File: config.mk
export PLATFORM = sky130hd
export DESIGN_NAME = param_updown_counter_flat
export DESIGN_NICKNAME = d
export VERILOG_FILES = /design/src/rtl/counter_pkg.sv /design/src/rtl/param_updown_counter_if.sv /design/src/rtl/counter_prescaler.sv /design/src/rtl/param_updown_counter.sv /design/src/flat_wrapper.sv
export SDC_FILE = /design/constraint.sdc
export NUM_CORES = 1
export LEC_CHECK = 0
export BUFFER_PORTS_ARGS = -buffer_cell sky130_fd_sc_hd__buf_2
export CORE_MARGIN = 1.5
export CORE_UTILIZATION = 61
export CTS_BUF_LIST = sky130_fd_sc_hd__clkbuf_4 sky130_fd_sc_hd__clkbuf_8
export CTS_CLUSTER_DIAMETER = 120
export DETAILED_ROUTE_END_ITERATION = 16
export PLACE_DENSITY = 0.87
export SYNTH_ARGS = -nofsm -noshare
export SYNTH_HDL_FRONTEND = slang
export SYNTH_SLANG_ARGS = --single-unit
File: constraint.sdc
create_clock -name clk -period 5.75 [get_ports clk]
set_input_delay 0.575 -clock clk [delete_from_list [all_inputs] [get_ports clk]]
set_output_delay 0.575 -clock clk [all_outputs]
set_load 0.02 [all_outputs]
File: src/rtl/counter_pkg.sv
// Shared types and constants for the parametrised up/down counter.
package counter_pkg;

  localparam int unsigned DEFAULT_WIDTH = 8;

  typedef enum logic [1:0] {
    MODE_WRAP    = 2'b00,
    MODE_SAT     = 2'b01,
    MODE_ONESHOT = 2'b10,
    MODE_HOLD    = 2'b11
  } mode_e;

  typedef enum logic [0:0] {
    ST_RUN  = 1'b0,
    ST_STOP = 1'b1
  } state_e;

endpackage

File: src/rtl/param_updown_counter_if.sv
// Control/status bundle for param_updown_counter.
// Optional capture port pair present only when COUNTER_CAPTURE_EN is defined.
interface param_updown_counter_if #(
  parameter int unsigned WIDTH      = 8,
  parameter int unsigned PRESCALE_W = 4
);
  logic                  en;
  logic                  dir;
  logic [1:0]            mode;
  logic                  load;
  logic [WIDTH-1:0]      load_val;
  logic [PRESCALE_W-1:0] prescale;
  logic [WIDTH-1:0]      count;
  logic                  tc;
  logic                  done;
  logic                  running;
`ifdef COUNTER_CAPTURE_EN
  logic                  capture;
  logic [WIDTH-1:0]      cap_val;

  modport master (
    output en, dir, mode, load, load_val, prescale, capture,
    input  count, tc, done, running, cap_val
  );
  modport slave (
    input  en, dir, mode, load, load_val, prescale, capture,
    output count, tc, done, running, cap_val
  );
`else
  modport master (
    output en, dir, mode, load, load_val, prescale,
    input  count, tc, done, running
  );
  modport slave (
    input  en, dir, mode, load, load_val, prescale,
    output count, tc, done, running
  );
`endif
endinterface

File: src/rtl/counter_prescaler.sv
// Clock-enable divider: tick_o fires once every prescale_i+1 running cycles.
module counter_prescaler #(
  parameter int unsigned PRESCALE_W = 4
) (
  input  logic                  clk_i,
  input  logic                  rst_i,
  input  logic                  clear_i,
  input  logic                  run_i,
  input  logic [PRESCALE_W-1:0] prescale_i,
  output logic                  tick_o
);

  logic [PRESCALE_W-1:0] cnt_q, cnt_d;

  // >= so a prescale lowered below the current count still ends the period at once
  assign tick_o = run_i && (cnt_q >= prescale_i);

  always_comb begin
    cnt_d = cnt_q;
    if (clear_i) begin
      cnt_d = '0;
    end else if (run_i) begin
      cnt_d = tick_o ? '0 : cnt_q + 1'b1;
    end
  end

  always_ff @(posedge clk_i) begin
    if (rst_i) begin
      cnt_q <= '0;
    end else begin
      cnt_q <= cnt_d;
    end
  end

endmodule

File: src/rtl/param_updown_counter.sv
// Up/down counter with terminal value, load, prescaler and wrap/sat/oneshot/hold modes.
// Define COUNTER_CAPTURE_EN to add the capture/cap_val snapshot register.
module param_updown_counter
  import counter_pkg::*;
#(
  parameter int unsigned       WIDTH      = DEFAULT_WIDTH,
  parameter logic [WIDTH-1:0]  MAX_VAL    = '1,
  parameter int unsigned       PRESCALE_W = 4
) (
  input logic                   clk,
  input logic                   rst,
  param_updown_counter_if.slave bus
);

  logic [WIDTH-1:0] count_q, count_d;
  logic             tc_q, tc_d;
  logic             done_q, done_d;
  state_e           state_q, state_d;

  logic             tick;
  logic             run;
  mode_e            mode;
  logic [WIDTH-1:0] load_clamped;
  logic [WIDTH-1:0] step_val;
  logic [WIDTH-1:0] term_val;
  logic             at_term;

  assign mode         = mode_e'(bus.mode);
  assign run          = bus.en && (state_q == ST_RUN);
  assign load_clamped = (bus.load_val > MAX_VAL) ? MAX_VAL : bus.load_val;
  assign term_val     = bus.dir ? MAX_VAL : '0;
  assign at_term      = (count_q == term_val);

  always_comb begin
    if (bus.dir) begin
      step_val = (count_q == MAX_VAL) ? '0 : count_q + 1'b1;
    end else begin
      step_val = (count_q == '0) ? MAX_VAL : count_q - 1'b1;
    end
  end

  counter_prescaler #(
    .PRESCALE_W (PRESCALE_W)
  ) u_prescaler (
    .clk_i      (clk),
    .rst_i      (rst),
    .clear_i    (bus.load),
    .run_i      (run),
    .prescale_i (bus.prescale),
    .tick_o     (tick)
  );

  always_comb begin
    count_d = count_q;
    tc_d    = 1'b0;
    done_d  = done_q;
    state_d = state_q;
    if (bus.load) begin
      count_d = load_clamped;
      done_d  = 1'b0;
      state_d = ST_RUN;
    end else if (tick) begin
      unique case (mode)
        MODE_WRAP:    count_d = step_val;
        MODE_SAT:     count_d = at_term ? count_q : step_val;
        MODE_ONESHOT: count_d = at_term ? count_q : step_val;
        MODE_HOLD:    count_d = count_q;
        default:      count_d = count_q;
      endcase
      // tc only on arrival at the terminal, never while already parked there
      if (mode != MODE_HOLD) begin
        tc_d = (count_d == term_val) && !at_term;
      end
      if ((mode == MODE_ONESHOT) && (count_d == term_val)) begin
        state_d = ST_STOP;
        done_d  = 1'b1;
      end
    end
  end

  always_ff @(posedge clk) begin
    if (rst) begin
      count_q <= '0;
      tc_q    <= 1'b0;
      done_q  <= 1'b0;
      state_q <= ST_RUN;
    end else begin
      count_q <= count_d;
      tc_q    <= tc_d;
      done_q  <= done_d;
      state_q <= state_d;
    end
  end

  assign bus.count   = count_q;
  assign bus.tc      = tc_q;
  assign bus.done    = done_q;
  assign bus.running = (state_q == ST_RUN);

`ifdef COUNTER_CAPTURE_EN
  logic [WIDTH-1:0] cap_q;

  always_ff @(posedge clk) begin
    if (rst) begin
      cap_q <= '0;
    end else if (bus.capture) begin
      cap_q <= count_q;
    end
  end

  assign bus.cap_val = cap_q;
`endif

endmodule

File: src/flat_wrapper.sv
// flat-port wrapper written by rule: the top's interface ports become plain ports
module param_updown_counter_flat import counter_pkg::*;
#(
  parameter int unsigned       WIDTH      = DEFAULT_WIDTH,
  parameter logic [WIDTH-1:0]  MAX_VAL    = '1,
  parameter int unsigned       PRESCALE_W = 4
)
  (clk, rst, bus_en, bus_dir, bus_mode, bus_load, bus_load_val, bus_prescale, bus_count, bus_tc, bus_done, bus_running);
  param_updown_counter_if #(.WIDTH(WIDTH), .PRESCALE_W(PRESCALE_W)) bus_i ();
  input logic clk;
  input logic rst;
  input wire logic [$bits(bus_i.en)-1:0] bus_en;
  input wire logic [$bits(bus_i.dir)-1:0] bus_dir;
  input wire logic [$bits(bus_i.mode)-1:0] bus_mode;
  input wire logic [$bits(bus_i.load)-1:0] bus_load;
  input wire logic [$bits(bus_i.load_val)-1:0] bus_load_val;
  input wire logic [$bits(bus_i.prescale)-1:0] bus_prescale;
  output wire logic [$bits(bus_i.count)-1:0] bus_count;
  output wire logic [$bits(bus_i.tc)-1:0] bus_tc;
  output wire logic [$bits(bus_i.done)-1:0] bus_done;
  output wire logic [$bits(bus_i.running)-1:0] bus_running;
  assign bus_i.en = bus_en;
  assign bus_i.dir = bus_dir;
  assign bus_i.mode = bus_mode;
  assign bus_i.load = bus_load;
  assign bus_i.load_val = bus_load_val;
  assign bus_i.prescale = bus_prescale;
  assign bus_count = bus_i.count;
  assign bus_tc = bus_i.tc;
  assign bus_done = bus_i.done;
  assign bus_running = bus_i.running;
  param_updown_counter #(.WIDTH(WIDTH), .MAX_VAL(MAX_VAL), .PRESCALE_W(PRESCALE_W)) u_core (.clk(clk), .rst(rst), .bus(bus_i));
endmodule
==> results of run 1 <==
==> synthesized netlist by cell type (3+ instances only) <==
master | number | area, sq um
a211oi_1 | 6 | 45.0
nand4_1 | 4 | 25.0
ha_1 | 11 | 138
buf_2 | 3 | 15.0
nand2_1 | 14 | 52.6
xor2_1 | 3 | 26.3
or4_1 | 3 | 22.5
and3_1 | 3 | 18.8
o211ai_1 | 3 | 22.5
inv_1 | 10 | 37.5
clkbuf_1 | 10 | 37.5
dfxtp_1 | 14 | 280
nor2_1 | 20 | 75.1
nor2b_1 | 4 | 25.0
a32oi_1 | 5 | 43.8
nand2b_1 | 3 | 18.8
nor3_1 | 4 | 20.0
a21oi_1 | 9 | 45.0
xnor2_1 | 3 | 26.3
nand3_1 | 9 | 45.0
o22ai_1 | 3 | 18.8
o31ai_1 | 5 | 37.5
a22oi_1 | 3 | 22.5
==> final cells by class <==
type | instances | area [sq um] | share of cell area
well taps | 28 | 35.0 | 0.0214
flip-flops and latches | 14 | 280 | 0.171
inverters | 11 | 41.3 | 0.0252
repair buffers | 30 | 153 | 0.0932
multi-input cells | 154 | 1090 | 0.667
clock buffers | 4 | 36.3 | 0.0222
==> kinds of logic (layout without fill, tap and decap cells) <==
family | after synthesis | count (layout) | share of synthesized area
AND/OR/NAND/NOR | 80 | 80 | 0.309
AO/OA/AOI/OAI | 54 | 54 | 0.273
buffers and inverters | 27 | 45 | 0.0828
flip-flops | 14 | 14 | 0.187
adder cells (fa/ha/maj) | 11 | 11 | 0.0920
XOR/XNOR | 6 | 6 | 0.0351
multiplexers | 3 | 3 | 0.0209
==> registers in the layout (all words and copies together) (netlist names) <==
signal / flops
u_core.bus.count: 8
u_core.bus.tc: 1
u_core.bus.done: 1
u_core.u_prescaler.cnt_q: 4
==> routing by layer <==
| layer | vias to the layer above | track usage | part of all wire |
|---|---|---|---|
| met4 | 0 | 0.132 | 0.016 |
| li1 | 767 | - | - |
| met1 | 758 | 0.396 | 0.40 |
| met5 | - | 0 | 0 |
| met2 | 89 | 0.554 | 0.50 |
| met3 | 9 | 0.0771 | 0.087 |
==> worst reg2reg max path, delay by kind of cell (launching register included) <==
kind               cells  cell delay (ns)
and+or+nand+nor        5             1.77
DFF                    1             0.72
AOI/OAI and AO/OA      2             0.51
==> power by group <==
part	internal (W)	switching, W
Combinational	0.0000406	0.0000589
Sequential	0.000101	0.0000151
Clock	0.0000386	0.0000362
==> path summary, 6_finish.rpt <==
path / to / depth (start not counted) / from / slack [ns]
worst max register to register: u_core.bus.tc / 7 / u_core.bus.count[3] / 2.69
worst min-delay path: u_core.bus.count[0] / 3 / bus_load_val[0] / 0.51
worst min register to register: u_core.u_prescaler.cnt_q[1] / 2 / u_core.u_prescaler.cnt_q[1] / 0.57
worst max-delay path: u_core.bus.tc / 7 / u_core.bus.count[3] / 2.69
==> metrics by stage <==
step                      instances   util
final                           241  0.726
after detailed placement        237  0.710
after global placement          237  0.710
after global routing            241  0.726
after CTS                       241  0.726
after floorplan                 195      -
==> key figures, run 1 <==
Cells and area
  • Post-layout instance area: 1640 sq um
  • FILL cells: 190
  • Commonest non-fill, non-tap cells in the layout: buf_2 (29), nor2_1 (20), nand2_1 (14), dfxtp_1 (14), ha_1 (11)
  • ANT cells: 0
  • Layout area overhead: 9.45%
  • Commonest non-fill, non-tap cell in the layout: buf_2
  • Layout cell share with drive strength beyond 1: 0.188
  • Nets@finish: 244

Place
  • Final HPWL from detailed placement: 3050 um
  • Routability congestion estimate: 0.922
  • Input/output buffers: 29
  • Pre-CTS WS: 2.78 ns
  • Post-DP Area: 1600 sq um

Clock network
  • Post-CTS Hold Buffers: 0
  • Clock buffer depth: 2
  • CTS-repair resized insts: 0
  • Clk Latency, worst-skew pair: 0.29 ns
  • Root Buffer: clkbuf_4
  • Clock sinks: 14
  • Number of CTS-inserted buffers: 3
  • Clk slew on worst S/H paths: 0.10 ns
  • CTS tree: built
  • H-tree depth: 1
  • Post-CTS Setup Bufs: 0

Critical path
  • CP max stage delay: 0.72 ns
  • Crit start category: register
  • Worst EP arrival: 3.29 ns
  • Critical path, cell by cell: nand3_1 -> or4_1 -> nand3_1 -> a32oi_1 -> or4b_1 -> o31ai_1 -> and4b_1
  • Crit path kind: register to register
  • CP top delay family: simple AND/OR/NAND/NOR gates
  • CP max FO: 13
  • Number of buffers and inverters on the critical path: 0
  • Most used cell, CP: nand3_1
  • Crit path required time: 5.98 ns
  • CP max-delay cell: dfxtp_1
  • Worst setup EP type: register

Power and ir drop
  • Power Density: 177 nW/um^2
  • Tot Pwr: 0.000290 W
  • Worst VDD drop: 0.158 mV
  • Leak: 0.674 nW

Die
  • FP Rows: 17
  • CORE AREA: 2250 sq um
  • Die ar.: 2760 sq um
  • Die span in x: 52.5 um
  • Ports: 30
  • Chip height: 52.5 um
  • Starting Density: 0.664

Timing
  • # setup viols final: 0
  • Max Fclk: 326 MHz
  • Final worst slack: 2.69 ns
  • Worst-Margin Slew: 0.609 ns
  • Clock Skew: 0.00983 ns
  • Tcrit/Tclk final: 0.533
  • Rel. slew slack: 0.593
  • Final Hold Fails: 0
  • Fin Setup TNS: 0 ns
  • WHS: 0.513 ns
  • RSZ-0062 raised after global routing: no
  • Fin crit period: 3.06 ns
  • Slew Limit Fails: 0

Routing
  • Post-DRT Antenna Nets: 0
  • Wire per inst: 16.8 um
  • Drt first pass iters: 4
  • DR DRC count: 0
  • Via count: 1623
  • Vias/cell: 6.73
  • Detailed-route wire length: 4040 um
  • DRT iter0 DRCs: 82

Global routing
  • All-Layer GR Usage: 0.328
  • Largest net degree at the start of global routing: 18
  • Initial antenna violation count: 0
  • First-pass GRT wire length: 6740 um
  • Total grt overflow: 0
  • Vias in the first global route: 1529

Logic synthesis
  • Yosys reg bits: 14
  • Post-Syn Area per Cell: 7.67 sq um
  • Cell area after synthesis: 1500 sq um
  • Async SR Flop Fraction: 0
  • Top FF cell, synth: dfxtp_1
  • Count of unique library cells instantiated by Yosys: 54
  • Post-synth EDFFs: 0
  • Yosys warning count: 0
  • Sequential element share of the synthesized area: 0.187
  • Synthesized net count: 225
  • Synthesized instance count: 195

Flow run
  • MaxCap Viol Count: 0

Run status
  • Status: completed

Worst hold path
  • Hold Path Class: primary input to register
Note: power is estimated with default switching activity, not from simulation.
==> run 2: changes to the inputs <==
Settings changed: CORE_UTILIZATION 61 to 57, PLACE_DENSITY 0.87 to 0.82.
Clock period 5.75 ns to 2.9 ns, I/O delays scaled along.
==> run 2 against run 1 <==
Hold slack got worse by 0.27 ns. Critical path depth did not move. Total power rose by 98%. Highest routed layer unchanged. Via count rose by 4.6%. Maximum frequency rose by 11%. Worst setup slack got worse by 2.5 ns. First-iteration DRC count rose by 4.9%. Sequential power rose by 89%. Critical path type unchanged.
==> key figures, run 2 (synthesized netlist as in run 1, its figures left out) <==
Timing
  • # setup viols final: 0 (unchanged)
  • Fin Setup TNS: 0 ns (unchanged)
  • Worst-Margin Slew: 0.469 ns (-0.140 ns)
  • Max Fclk: 363 MHz (+11%)
  • Slew Limit Fails: 0 (unchanged)
  • Fin crit period: 2.76 ns (-0.308 ns)
  • Tcrit/Tclk final: 0.950 (+0.417)
  • Final Hold Fails: 0 (unchanged)
  • RSZ-0062 raised after global routing: no
  • Rel. slew slack: 0.679 (+0.0861)
  • Final worst slack: 0.144 ns (-2.54 ns)
  • Clock Skew: 0.00675 ns (-0.00308 ns)

Cells and area
  • Max reg flops: 8 (unchanged)
  • ANT cells: 0 (unchanged)
  • Commonest non-fill, non-tap cells in the layout: buf_2 (29), nor2_1 (20), buf_4 (18)
  • Layout area overhead: 19.5%
  • Nets@finish: 262 (+7.4%)
  • Layout cell share with drive strength beyond 1: 0.270 (+0.0818)
  • Final instance count without filler cells: 260 (+7.9%)
  • Reg area: 284 sq um (+1.3%)
  • Area taken by multi-input logic gates: 1100 sq um (+0.92%)
  • Commonest non-fill, non-tap cell in the layout: buf_2
  • Final Util: 0.722 (-0.00470)
  • FILL cells: 206 (+8.4%)

Power and ir drop
  • Power Density: 322 nW/um^2 (+81%)
  • Worst VDD drop: 0.309 mV (+95%)
  • Leak: 0.764 nW (+13%)
  • Tot Pwr: 0.000575 W (+98%)

Die
  • Ports: 30 (unchanged)
  • Starting Density: 0.604 (-0.0597)
  • CORE AREA: 2480 sq um (+9.9%)
  • FP Rows: 18 (+1)
  • Die span in x: 54.2 um (+3.2%)
  • Chip height: 54.2 um (+3.2%)
  • Die ar.: 2940 sq um (+6.6%)

Critical path
  • Critical path startpoint: u_core.bus.count[3]
  • Worst flop-to-flop path startpoint: u_core.bus.count[3]
  • Reg2Reg Setup Slack: 0.14 ns (-2.54 ns)
  • Crit start category: register
  • CP max FO: 8 (-5)
  • Crit path required time: 3.13 ns (-2.85 ns)
  • Worst setup EP type: register
  • CP max stage delay: 0.57 ns (-0.15 ns)
  • Crit path kind: register to register
  • CP max-delay cell: or4b_1
  • Critical path, cell by cell: buf_4 -> or4_1 -> a22oi_1 -> a32oi_1 -> or4b_1 -> o31ai_1 -> and4b_1
  • Worst EP arrival: 2.98 ns (-0.31 ns)

Global routing
  • Initial antenna violation count: 0 (unchanged)
  • Total grt overflow: 0 (unchanged)
  • Largest net degree at the start of global routing: 18 (unchanged)
  • Vias in the first global route: 1467 (-4.1%)
  • First-pass GRT wire length: 6800 um (+0.92%)
  • All-Layer GR Usage: 0.315 (-0.0135)

Routing
  • Vias/cell: 6.53 (-3.1%)
  • Post-DRT Antenna Nets: 0 (unchanged)
  • DR DRC count: 0 (unchanged)
  • Routed wl met2: 1970 um (-2.3%)
  • Detailed-route wire length: 4190 um (+3.7%)
  • DR WL met3: 363 um (+2.8%)
  • WL met1: 1800 um (+12%)
  • Via count: 1697 (+4.6%)
  • Wire per inst: 16.1 um (-3.8%)
  • Drt first pass iters: 4 (unchanged)
  • DRT iter0 DRCs: 86 (+4.9%)
  • Top routing layer used: met4

Place
  • Input/output buffers: 29 (unchanged)
  • DP Cell Count: 254 (+7.2%)
  • Pre-CTS WS: 0.0959 ns (-2.69 ns)
  • Routability congestion estimate: 0.939 (+1.9%)
  • Final HPWL from detailed placement: 3230 um (+5.7%)

Clock network
  • Clock sinks: 14 (unchanged)
  • Root Buffer: clkbuf_4
  • H-tree depth: 1 (unchanged)
  • Clk Latency, worst-skew pair: 0.28 ns (about the same)
  • CTS tree: built
  • Clk slew on worst S/H paths: 0.08 ns (-0.02 ns)
  • Number of CTS-inserted buffers: 3 (unchanged)
  • Clock buffer depth: 2 (unchanged)

Flow run
  • MaxCap Viol Count: 0 (unchanged)

Run status
  • Status: completed

Worst hold path
  • Hold Startpoint: bus_load_val[2]
  • Hold Path Class: primary input to register
-- run 2: final timing paths --
path                                               endpoint  depth (start not counted)
worst min register to register  u_core.u_prescaler.cnt_q[3]                          2
worst max-delay path                          u_core.bus.tc                          7
worst min-delay path                    u_core.bus.count[2]                          3
worst max register to register                u_core.bus.tc                          7
-- run 2: metal layers --
metal	vias up	global-route usage
li1	808	-
met1	786	0.435
met2	92	0.512
met3	11	0.0492
met4	0	0.0750
met5	-	0
-- run 2: what timing repair did --
item                                    CTS  global route
endpoints found under the setup margin    0             2
hold buffers                              0             0
hold endpoints to repair                  0             0
setup buffers                             0             3
gates resized for setup                   0             5
-- run 2: final cells by class --
type | instances | share of cell area
clock buffer | 3 | 0.0126
timing repair buffer | 48 | 0.168
sequential | 14 | 0.159
multi-input combinational | 154 | 0.617
tap | 30 | 0.0210
inverter | 11 | 0.0231
-- run 2: stage by stage --
stage / hold slack [ns] / area, sq um
2_1_floorplan: 0.434 / 1500
3_3_place_gp: 0.508 / 1730
3_5_place_dp: 0.525 / 1730
4_1_cts: 0.244 / 1750
5_1_grt: 0.245 / 1790
6_report: 0.241 / 1790
-- run 2: critical path, delay by kind of cell (launching register included) --
| kind | cells | cell delay (ns) |
|---|---|---|
| buffers and inverters | 1 | 0.20 |
| DFF | 1 | 0.38 |
| AOI/OAI and AO/OA | 3 | 0.77 |
| and+or+nand+nor | 3 | 1.36 |
-- run 2: where the power goes --
part           internal [W]  total, W  switching (W)
Clock             0.0000481  0.000109      0.0000604
Sequential         0.000201  0.000219      0.0000180
Combinational      0.000108  0.000247       0.000139
Total              0.000357  0.000575       0.000218
